<file path="config.mk">
export PLATFORM = sky130hd
export DESIGN_NAME = lane_arb_ctrl_flat
export DESIGN_NICKNAME = d
export VERILOG_FILES = /design/src/rtl/lane_arb_pkg.sv /design/src/rtl/lane_arb_ctrl_if.sv /design/src/rtl/lane_arb_tag_pipe.sv /design/src/rtl/lane_arb_ctrl.sv /design/src/flat_wrapper.sv
export SDC_FILE = /design/constraint.sdc
export NUM_CORES = 1
export LEC_CHECK = 0
export BUFFER_PORTS_ARGS = -buffer_cell sky130_fd_sc_hd__buf_2
export CORE_MARGIN = 5
export CORE_UTILIZATION = 35
export DETAILED_ROUTE_END_ITERATION = 7
export HOLD_SLACK_MARGIN = 0.05
export SETUP_SLACK_MARGIN = 0.2
export SYNTH_ARGS = -nofsm -noshare
export SYNTH_HDL_FRONTEND = slang
export SYNTH_SLANG_ARGS = --single-unit
export TNS_END_PERCENT = 50
</file>
<file path="constraint.sdc">
create_clock -name clk -period 3.2 [get_ports clk]
set_input_delay 0 -clock clk [delete_from_list [all_inputs] [get_ports clk]]
set_output_delay 0 -clock clk [all_outputs]
set_load 0.1 [all_outputs]
</file>
<file path="src/rtl/lane_arb_pkg.sv">
// Shared types and the round-robin pick function for lane_arb_ctrl.
package lane_arb_pkg;

  typedef logic [3:0][1:0] lane_t;
  typedef logic [7:0]      byte_t;

  typedef enum logic [1:0] {IDLE, RUN, DRAIN} arb_state_e;

  localparam int MAX_REQ = 8;

  // One-hot pick of the first set bit of valid at or after ptr, wrapping at n.
  function automatic logic [MAX_REQ-1:0] onehot_rr(input logic [MAX_REQ-1:0] valid,
                                                   input logic [2:0]         ptr,
                                                   input int                 n);
    logic [MAX_REQ-1:0] gnt;
    logic               found;
    int                 idx;
    gnt   = '0;
    found = 1'b0;
    for (int k = 0; k < MAX_REQ; k++) begin
      if (k < n && !found) begin
        idx = (int'(ptr) + k) % n;
        if (valid[idx[2:0]]) begin
          gnt[idx[2:0]] = 1'b1;
          found         = 1'b1;
        end
      end
    end
    return gnt;
  endfunction

endpackage

</file>
<file path="src/rtl/lane_arb_ctrl_if.sv">
// Requester-side bus of lane_arb_ctrl; req_lock exists only with LANE_ARB_CTRL_LOCK_EN.
interface lane_arb_ctrl_if #(parameter int N_REQ = 4);
  import lane_arb_pkg::*;

  logic [N_REQ-1:0]      req_valid;
  logic [N_REQ-1:0][7:0] req_data;
  logic [N_REQ-1:0]      req_ready;
  logic [N_REQ-1:0]      rsp_valid;
  lane_t                 rsp_data;
`ifdef LANE_ARB_CTRL_LOCK_EN
  logic [N_REQ-1:0]      req_lock;

  modport master (output req_valid, req_data, req_lock, input req_ready, rsp_valid, rsp_data);
  modport slave  (input req_valid, req_data, req_lock, output req_ready, rsp_valid, rsp_data);
`else
  modport master (output req_valid, req_data, input req_ready, rsp_valid, rsp_data);
  modport slave  (input req_valid, req_data, output req_ready, rsp_valid, rsp_data);
`endif

endinterface

</file>
<file path="src/rtl/lane_arb_tag_pipe.sv">
// UNIT_LAT-deep {valid, id} delay line that tracks which requester owns each unit result.
module lane_arb_tag_pipe #(
  parameter int UNIT_LAT = 2,
  parameter int ID_W     = 2
) (
  input  logic            clk,
  input  logic            rst_n,
  input  logic            in_vld,
  input  logic [ID_W-1:0] in_id,
  output logic            out_vld,
  output logic [ID_W-1:0] out_id,
  output logic            any_vld
);

  logic [UNIT_LAT-1:0]           vld_p;
  logic [UNIT_LAT-1:0][ID_W-1:0] id_p;

  always_ff @(posedge clk or negedge rst_n) begin
    if (!rst_n) begin
      vld_p <= '0;
    end else begin
      vld_p[0] <= in_vld;
      for (int k = 1; k < UNIT_LAT; k++) vld_p[k] <= vld_p[k-1];
    end
  end

  // Ids are qualified by vld_p, so they carry no reset.
  always_ff @(posedge clk) begin
    id_p[0] <= in_id;
    for (int k = 1; k < UNIT_LAT; k++) id_p[k] <= id_p[k-1];
  end

  assign out_vld = vld_p[UNIT_LAT-1];
  assign out_id  = id_p[UNIT_LAT-1];
  assign any_vld = |vld_p;

endmodule

</file>
<file path="src/rtl/lane_arb_ctrl.sv">
// Round-robin arbiter/sequencer sharing one byte-to-lane unit among N_REQ requesters.
// Optional macro LANE_ARB_CTRL_LOCK_EN: req_lock keeps a granted requester at the head.
module lane_arb_ctrl
  import lane_arb_pkg::*;
#(
  parameter int N_REQ    = 4,
  parameter int UNIT_LAT = 2
) (
  input  logic           clk,
  input  logic           rst_n,
  input  logic           arb_en,
  lane_arb_ctrl_if.slave bus,
  output logic           unit_x0,
  output byte_t          unit_x1,
  input  lane_t          unit_x2,
  output logic           busy
);

  localparam int ID_W = $clog2(N_REQ);

  arb_state_e         state;
  logic [ID_W-1:0]    ptr;
  logic [ID_W-1:0]    ptr_nxt;
  logic [ID_W-1:0]    win_id;
  logic [ID_W-1:0]    issue_id_p0;
  logic [ID_W-1:0]    tag_id;
  logic [MAX_REQ-1:0] rr;
  logic [N_REQ-1:0]   gnt;
  logic               granted;
  logic               tag_vld;
  logic               tag_any;

  // Grant depends only on req_valid, ptr and the registered state.
  always_comb begin
    rr      = onehot_rr(MAX_REQ'(bus.req_valid), 3'(ptr), N_REQ);
    gnt     = (state == RUN) ? rr[N_REQ-1:0] : '0;
    granted = |gnt;
    win_id  = '0;
    for (int i = 0; i < N_REQ; i++) begin
      if (gnt[i]) win_id = ID_W'(i);
    end
    ptr_nxt = (win_id == ID_W'(N_REQ-1)) ? '0 : win_id + ID_W'(1);
`ifdef LANE_ARB_CTRL_LOCK_EN
    if (bus.req_lock[win_id]) ptr_nxt = win_id;
`endif
  end

  assign bus.req_ready = gnt;
  assign busy          = unit_x0 | tag_any;

  lane_arb_tag_pipe #(
    .UNIT_LAT (UNIT_LAT),
    .ID_W     (ID_W)
  ) u_tag_pipe (
    .clk     (clk),
    .rst_n   (rst_n),
    .in_vld  (unit_x0),
    .in_id   (issue_id_p0),
    .out_vld (tag_vld),
    .out_id  (tag_id),
    .any_vld (tag_any)
  );

  always_ff @(posedge clk or negedge rst_n) begin
    if (!rst_n) begin
      state         <= IDLE;
      ptr           <= '0;
      unit_x0       <= 1'b0;
      unit_x1       <= '0;
      issue_id_p0   <= '0;
      bus.rsp_valid <= '0;
      bus.rsp_data  <= '0;
    end else begin
      case (state)
        IDLE:    if (arb_en) state <= RUN;
        RUN:     if (!arb_en) state <= DRAIN;
        DRAIN:   if (arb_en) state <= RUN;
                 else if (!busy) state <= IDLE;
        default: state <= IDLE;
      endcase
      if (granted) ptr <= ptr_nxt;
      // Issue stage: operand and owner id launched together
      unit_x0     <= granted;
      unit_x1     <= granted ? bus.req_data[win_id] : '0;
      issue_id_p0 <= win_id;
      // Response stage: tag leaves the delay line alongside unit_x2
      bus.rsp_valid <= tag_vld ? (N_REQ'(1) << tag_id) : '0;
      if (tag_vld) bus.rsp_data <= unit_x2;
    end
  end

endmodule

</file>
<file path="src/flat_wrapper.sv">
// flat-port wrapper written by rule: the top's interface ports become plain ports
module lane_arb_ctrl_flat import lane_arb_pkg::*;
#(
  parameter int N_REQ    = 4,
  parameter int UNIT_LAT = 2
)
  (clk, rst_n, arb_en, unit_x0, unit_x1, unit_x2, busy, bus_req_valid, bus_req_data, bus_req_ready, bus_rsp_valid, bus_rsp_data);
  lane_arb_ctrl_if #(.N_REQ(N_REQ)) bus_i ();
  input  logic clk;
  input  logic rst_n;
  input  logic arb_en;
  output logic unit_x0;
  output byte_t unit_x1;
  input  lane_t unit_x2;
  output logic busy;
  input wire logic [$bits(bus_i.req_valid)-1:0] bus_req_valid;
  input wire logic [$bits(bus_i.req_data)-1:0] bus_req_data;
  output wire logic [$bits(bus_i.req_ready)-1:0] bus_req_ready;
  output wire logic [$bits(bus_i.rsp_valid)-1:0] bus_rsp_valid;
  output wire logic [$bits(bus_i.rsp_data)-1:0] bus_rsp_data;
  assign bus_i.req_valid = bus_req_valid;
  assign bus_i.req_data = bus_req_data;
  assign bus_req_ready = bus_i.req_ready;
  assign bus_rsp_valid = bus_i.rsp_valid;
  assign bus_rsp_data = bus_i.rsp_data;
  lane_arb_ctrl #(.N_REQ(N_REQ), .UNIT_LAT(UNIT_LAT)) u_core (.clk(clk), .rst_n(rst_n), .arb_en(arb_en), .bus(bus_i), .unit_x0(unit_x0), .unit_x1(unit_x1), .unit_x2(unit_x2), .busy(busy));
endmodule
</file>
==> results.md, run 1 <==
* Filler cells at about 410
* Drt pass-1 iters at 4
* Worst skew pair latency at approximately 270 ps
* Status: finished clean
* Placer Congestion at 0.7833
* Synth warn at 0
* Via count at 1,566
* Die outline width at about 81 µm
* Number of synthesized flops with an enable pin at 0
* DR iter-0 viols at 38
* Yosys reg bits at 33
* WP data required at 3380 ps
* CORE AREA at 4786 µm²
* Post-Syn Area at about 1700 µm²
* GRT overflow at 0
* Setup violations, final at 0
* Via/cell ratio at 4.731
* Port buffer count at 72
* Min Tclk post-route at about 2800 ps
* Pin count of the biggest net entering global routing at 30
* Root buf cell: clkbuf_8
* Total CTS buffers at 5
* Slew HR at 57.88%
* Area Growth Syn to Fin at 53.38%
* Worst VDD drop at between 0.0006 and 0.0007 V
* Worst setup SP type: flop
* Initial antenna violation count at 0
* CTS Buffer Depth at 2
* Routed WL at 4701 µm
* Sequential fraction of the synthesis area at 46.26%
* Vias in the first global route at approximately 1,600
* Post-synth ARST share at 87.88%
* Slew at the pin closest to its max-slew limit at 631.8 ps
* Dpl ws at 414.6 ps
* Slew Viols, Final at 0
* Final Hold Fails at 0
* Crit Path Class: flop to flop
* Beginning of the worst hold path: bus_req_data[4]
* Core Util, Final at 55.82%
* R2r setup slk at 390 ps
* Wire per inst at 14.20 µm
* Worst Setup EP: u_core.unit_x1[4]
* Die Area at 6487 µm²
* P_leak at 0.001317 µW
* Reg-to-reg startpoint: u_core.ptr[0]
* Predominant post-synthesis flop cell: dfrtp_1
* Post-synthesis cell count at 152
* Overall power at between 2000 and 3000 µW
* Final Cycle Share at between 80% and 90%
* Hold Path Class: input port to flop
* Worst reg2reg path depth at 7
* Worst Path Arrival at 2990 ps
* Layout cells sized above 1 at 40.15%
* RSZ-0062 raised after global routing: no
* CTS tree: yes
* Worst setup margin at 393.8 ps
* Final Skew at 2.378 ps
* Max cap viols at 0
* Initial core utilization at 36.39%
* DRC at 0
* Hold Path Depth at 3
* Final ANT Viol Nets at 0
* Kind of end point of the critical path: flop
* Min Hold Slack at 51.45 ps
* ANT cells at 0
* P per Cell Area at 1088 nW/µm²
* Setup TNS at 0 ps
* IO Pins at 73
* Reg clk slew, reported paths at 60 ps
* Post CTS Setup Buffer Count at 0
* Nets@finish at roughly 320
* Crit path from: u_core.ptr[0]
* Critical-path maximum fanout at 12
* H-tree depth at 2
* Netlist cell types at 37
* Row cnt at 25
* Fmax achieved at 356.4 MHz
* Die H at 80.54 µm
* Worst R2R End: u_core.unit_x1[4]
* First-pass GRT wire length at 7507 µm
* Mapped Avg Cell Area at 11.46 µm²
* All-layer global routing usage at 15.11%
* Post-DP HPWL at 3183 µm
* Post-Syn Nets at ~210
* CTS Sinks at 33
[power by group]
group	internal, µW	switching (µW)
Combinational	530	1410
Sequential	577	90.2
Clock	170	130
Total	1280	1630
[metal layers]
metal | track usage [%] | routed length (µm) | vias up
met5 | 0 | 0 | -
met4 | 7.939 | 173 | 0
met3 | 4.372 | 238 | 16
met2 | 26.49 | 2539 | 56
met1 | 16.32 | 1750 | 732
li1 | - | - | 762
[worst min path at each step]
| stage | end |
|---|---|
| after global placement | u_core.bus.rsp_data[3] |
| after global routing | u_core.unit_x1[5] |
| after floorplan | u_core.bus.rsp_data[0] |
| after CTS | u_core.unit_x1[4] |
| after detailed placement | u_core.bus.rsp_data[4] |
| final | u_core.unit_x1[4] |
[Yosys cell counts, types with 2 or more instances]
library cell,n,area share (%)
nor2_1,4,0.86
and3_1,3,1.1
o22ai_1,2,0.72
mux2i_1,13,7.5
nand2b_1,3,1.1
nand2_1,16,3.4
o221ai_1,7,3.5
nand3b_1,2,0.86
dfxtp_1,4,4.6
inv_1,13,2.8
mux4_2,3,3.9
and2_1,2,0.72
buf_1,2,0.43
or2b_1,3,1.3
ha_1,8,5.7
a22oi_1,2,0.86
mux2_2,8,5.2
o21ai_0,2,0.57
a21oi_1,5,1.4
or3_1,3,1.1
clkbuf_1,2,0.43
dfrtp_1,29,42
buf_6,2,1.3
[sequential cells by signal, indices dropped and copies added (netlist names)]
name and count:
u_core.u_tag_pipe.vld_p 2, u_core.ptr 2, u_core.unit_x0 1, u_core.issue_id_p0 2, u_core.bus.rsp_valid 4, u_core.unit_x1 8, u_core.bus.rsp_data 8, u_core.state 2
u_core.u_tag_pipe.id_p 2, u_core.u_tag_pipe.out_id 2
[cell type report]
class / count / area (µm²) / share of cell area, %
clock buffer: 7 / 86.33 / 3.232
inverter: 13 / 57.56 / 2.155
multi-input combinational: 99 / 874.6 / 32.74
sequential: 33 / 805.8 / 30.16
tap: 67 / 83.83 / 3.138
timing repair buffer: 112 / 763.2 / 28.57
[logic make-up after synthesis]
family,count (synthesis),synth area share (%)
flip-flops,33,46.26
AO/OA/AOI/OAI,23,10.27
AND/OR/NAND/NOR,43,14.30
buffers and inverters,20,5.389
multiplexers,25,18.03
adder cells (fa/ha/maj),8,5.747
[through the flow]
stage	cells	cell area, µm²
2_1_floorplan	152	1798
3_3_place_gp	289	2235
3_5_place_dp	289	2235
4_1_cts	331	2671
5_1_grt	331	2671
6_report	331	2671
[cells in the final DEF, fill, tap and decap left out, drive strengths merged, types with 2 or more instances in the layout]
cell type / netlist / layout
o221ai: 8 / 8
or2: 2 / 2
inv: 13 / 12
a22oi: 2 / 2
mux4: 4 / 4
o22ai: 2 / 2
dlygate4sd3: 0 / 35
nand3b: 2 / 2
dfxtp: 4 / 4
and2: 2 / 2
mux2i: 13 / 13
nand2b: 3 / 3
or3: 3 / 3
nor2: 4 / 4
o21ai: 2 / 2
mux2: 8 / 8
buf: 5 / 77
nand2: 16 / 16
and3: 3 / 3
dfrtp: 29 / 29
a21oi: 5 / 5
ha: 8 / 8
or2b: 3 / 3
clkbuf: 2 / 7
[worst max-delay path, stage by stage, from the launching register on]
cell and delay [ps]:
dfrtp_1 390, buf_4 220, mux4_2 650, a211o_1 270, a22oi_1 350, nor2_4 70, or3b_1 520, o221ai_1 230
[timing repair]
item | CTS | global route
endpoints found under the hold margin | 47 | 0
gates resized for setup | 0 | 0
hold buffers | 35 | 0
Power figures use the tool's default switching activity.
==> inputs of run 2 (changes only) <==
--- a/config.mk
+++ b/config.mk
@@ -5,7 +5,9 @@
 export SDC_FILE = /design/constraint.sdc
 export NUM_CORES = 1
 export LEC_CHECK = 0
+export ABC_AREA = 1
 export BUFFER_PORTS_ARGS = -buffer_cell sky130_fd_sc_hd__buf_2
+export CAP_MARGIN = 10
 export CORE_MARGIN = 5
 export CORE_UTILIZATION = 35
 export DETAILED_ROUTE_END_ITERATION = 7
==> run 2 against run 1 <==
  * Clock power barely moved
  * Total power rose by 3.0%
  * Non-clock buffer count fell by 19
  * Routed wire length rose by 1.4%
  * Critical endpoint is now bus_req_ready[3]
  * Largest cell class unchanged
  * Critical path type is now flop to output port
  * Via count rose by 22%
==> results.md, run 2 <==
* Status: finished clean (unchanged)
* Post-Syn Nets at 315 (was 207)
* Drt pass-1 iters at 4 (unchanged)
* Max cap viols at 0 (unchanged)
* Final Skew at 4.808 ps (was 2.378 ps)
* Post-route cell area at 2648 µm² (was 2671 µm²)
* DRC at 0 (unchanged)
* Crit Path Class: flop to output port (was flop to flop)
* Kind of end point of the critical path: output port (was flop)
* Worst reg2reg path depth at 14 (was 7)
* Worst setup SP type: flop (unchanged)
* Port buffer count at 72 (unchanged)
* Mux cell area share after synthesis at 0% (was 18.03%)
* Cell taking the most area after synthesis: dfrtp_1 (unchanged)
* Area after DPL at 2351 µm² (was 2235 µm²)
* Xor and xnor area share after synthesis at 0% (unchanged)
* RSZ-0062 raised after global routing: no (unchanged)
* CTS tree: yes (unchanged)
* Initial antenna violation count at 0 (unchanged)
* Crit path from: u_core.ptr[0] (unchanged)
* Via count at 1,906 (was 1,566)
* Die Area at 7138 µm² (was 6487 µm²)
* Sequential fraction of the synthesis area at 41.49% (was 46.26%)
* Area Growth Syn to Fin at 36.34% (was 53.38%)
* Row cnt at 27 (was 25)
* DR iter-0 viols at 70 (was 38)
* Worst skew pair latency at 280 ps (was 270 ps)
* Initial core utilization at 35.70% (was 36.39%)
* P per Cell Area at 1131 nW/µm² (was 1088 nW/µm²)
* Largest regs: u_core.bus.rsp_data: 8 flops, u_core.unit_x1: 8 flops, u_core.bus.rsp_valid: 4 flops (unchanged)
* Total CTS buffers at 5 (unchanged)
* Yosys reg bits at 33 (unchanged)
* Slew at the pin closest to its max-slew limit at 652.5 ps (was 631.8 ps)
* Placer Congestion at 0.7959 (was 0.7833)
* Root buf cell: clkbuf_8 (unchanged)
* Slew HR at 56.50% (was 57.88%)
* CTS Buffer Depth at 2 (unchanged)
* Final Cycle Share at 86.97% (was 87.69%)
* Simple-gate share of the synthesized area at 32.41% (was 14.30%)
* Post CTS Setup Buffer Count at 0 (unchanged)
* Compound-gate portion of the synthesized area at 7.990% (was 10.27%)
* ANT cells at 0 (unchanged)
* Final Hold Fails at 0 (unchanged)
* CTS Hold Bufs at 21 (was 35)
* Vias in the first global route at 1,839 (was 1,620)
* Resized cells post-CTS at 0 (unchanged)
* Predominant post-synthesis flop cell: dfrtp_1 (unchanged)
* Hold Path Depth at 5 (was 3)
* Beginning of the worst hold path: bus_req_data[7] (was bus_req_data[4])
* Routed WL at 4768 µm (was 4701 µm)
* Most frequent cells in the layout: nand2_1 (83), buf_2 (72), inv_1 (47), dfrtp_1 (29), dlygate4sd3_1 (21) (was buf_2 (71), dlygate4sd3_1 (35), dfrtp_1 (29), nand2_1 (16), mux2i_1 (13))
* Slew Viols, Final at 0 (unchanged)
* Reg clk slew, reported paths at 70 ps (was 60 ps)
* Largest family of logic cells by synthesized area: simple AND/OR/NAND/NOR gates (was multiplexers)
* Hold Path Class: input port to flop (unchanged)
* Via/cell ratio at 4.453 (was 4.731)
* Worst setup margin at 416.9 ps (was 393.8 ps)
* P_leak at 0.001557 µW (was 0.001317 µW)
* Area contributors post-synth: dfrtp_1 (37%), nand2_1 (16%), inv_1 (9.1%) (was dfrtp_1 (42%), mux2i_1 (7.5%), ha_1 (5.7%))
* Die outline width at 84.49 µm (was 80.54 µm)
* Most common cell after layout, fill and taps aside: nand2_1 (was buf_2)
* Final ANT Viol Nets at 0 (unchanged)
* Netlist cell types at 27 (was 37)
* Layout cells sized above 1 at 30.34% (was 40.15%)
* Nets@finish at 410 (was 319)
* Pin count of the biggest net entering global routing at 30 (unchanged)
* WP data required at 3200 ps (was 3380 ps)
* H-tree depth at 2 (unchanged)
* Number of synthesized flops with an enable pin at 0 (unchanged)
* Adder-cell area share of the yosys netlist at 5.155% (was 5.747%)
* CORE AREA at 5439 µm² (was 4786 µm²)
* Setup TNS at 0 ps (unchanged)
* Min Tclk post-route at 2783 ps (was 2806 ps)
* Overall power at 2994 µW (was 2907 µW)
* GRT overflow at 0 (unchanged)
* Synth warn at 0 (unchanged)
* First-pass GRT wire length at 8286 µm (was 7507 µm)
* Dpl ws at 675.2 ps (was 414.6 ps)
* Post-Syn Area at 1942 µm² (was 1742 µm²)
* All-layer global routing usage at 13.97% (was 15.11%)
* Post-synth ARST share at 87.88% (unchanged)
* IO Pins at 73 (unchanged)
* Fmax achieved at 359.3 MHz (was 356.4 MHz)
* Reg-to-reg startpoint: u_core.ptr[0] (unchanged)
* Wire per inst at 11.14 µm (was 14.20 µm)
* Area share of the largest cell type after synthesis at 37.37% (was 41.67%)
* Post-DP HPWL at 3549 µm (was 3183 µm)
* Critical-path maximum fanout at 13 (was 12)
* Mapped Avg Cell Area at 7.469 µm² (was 11.46 µm²)
* Worst Path Arrival at 2780 ps (was 2990 ps)
* Post-synthesis cell count at 260 (was 152)
* Setup violations, final at 0 (unchanged)
* Worst VDD drop at 0.0006902 V (was 0.0006986 V)
* Top-count cell post-synth: nand2_1 (was dfrtp_1)
* Die H at 84.49 µm (was 80.54 µm)
* CTS Sinks at 33 (unchanged)
* Post-synth top cells: nand2_1 (83), inv_1 (47), dfrtp_1 (29), a21oi_1 (18), nand3_1 (13) (was dfrtp_1 (29), nand2_1 (16), inv_1 (13), mux2i_1 (13))
run 2: kinds of logic (layout without fill, tap and decap cells):
kind of cell	Yosys count	in the layout
buffers and inverters	59	155
AOI/OAI and AO/OA	30	30
DFF	33	33
adders and majority gates	8	8
and+or+nand+nor	130	130
run 2: through the flow:
step           hold slack [ps]  instances  utilization (%)
6_report                 53.58        428            48.68
5_1_grt                  70.86        428            48.68
4_1_cts                  50.11        428            48.68
3_5_place_dp             71.75        399            43.23
3_3_place_gp             74.38        399            43.23
2_1_floorplan           -295.6        260                -
run 2: worst max-delay path: stages (launching register included):
cell and delay (ps):
dfrtp_1 610, inv_6 110, ha_1 360, inv_1 110
nand3_1 80, nand2_1 120, nand2_4 70, a21oi_2 140
nand2_1 70, nand3_1 100, nand2_2 170, inv_1 130
buf_2 430
run 2: worst paths after layout:
kind                       slack, ps                           to
hold / removal                    50            u_core.unit_x1[7]
hold reg to reg                  330  u_core.u_tag_pipe.out_id[1]
max in group asynchronous       2490               u_core.unit_x0
setup / recovery                 420             bus_req_ready[3]
min in group asynchronous        280       u_core.bus.rsp_data[5]
setup reg to reg                 660            u_core.unit_x1[2]
run 2: report_power, final:
part           switching (µW)  internal, µW
sequential               96.8           557
clock                     148           150
combinational            1600           444
run 2: routing by layer:
metal / vias up / GRT usage (%) / wire, µm
met5: - / 0 / 0
met4: 0 / 4.604 / 69
met3: 6 / 4.612 / 396
met2: 77 / 22.28 / 2170
met1: 844 / 17.84 / 2132
li1: 979 / - / -
run 2: area by class of cell:
class                   count  area (µm²)
fillers                   550        2791
multi-input cells         168       884.6
flip-flops and latches     33       805.8
repair buffers             93       570.5
inverters                  54       210.2
well taps                  72       90.09
clock buffers               5       68.82
clock inverters             3       17.52
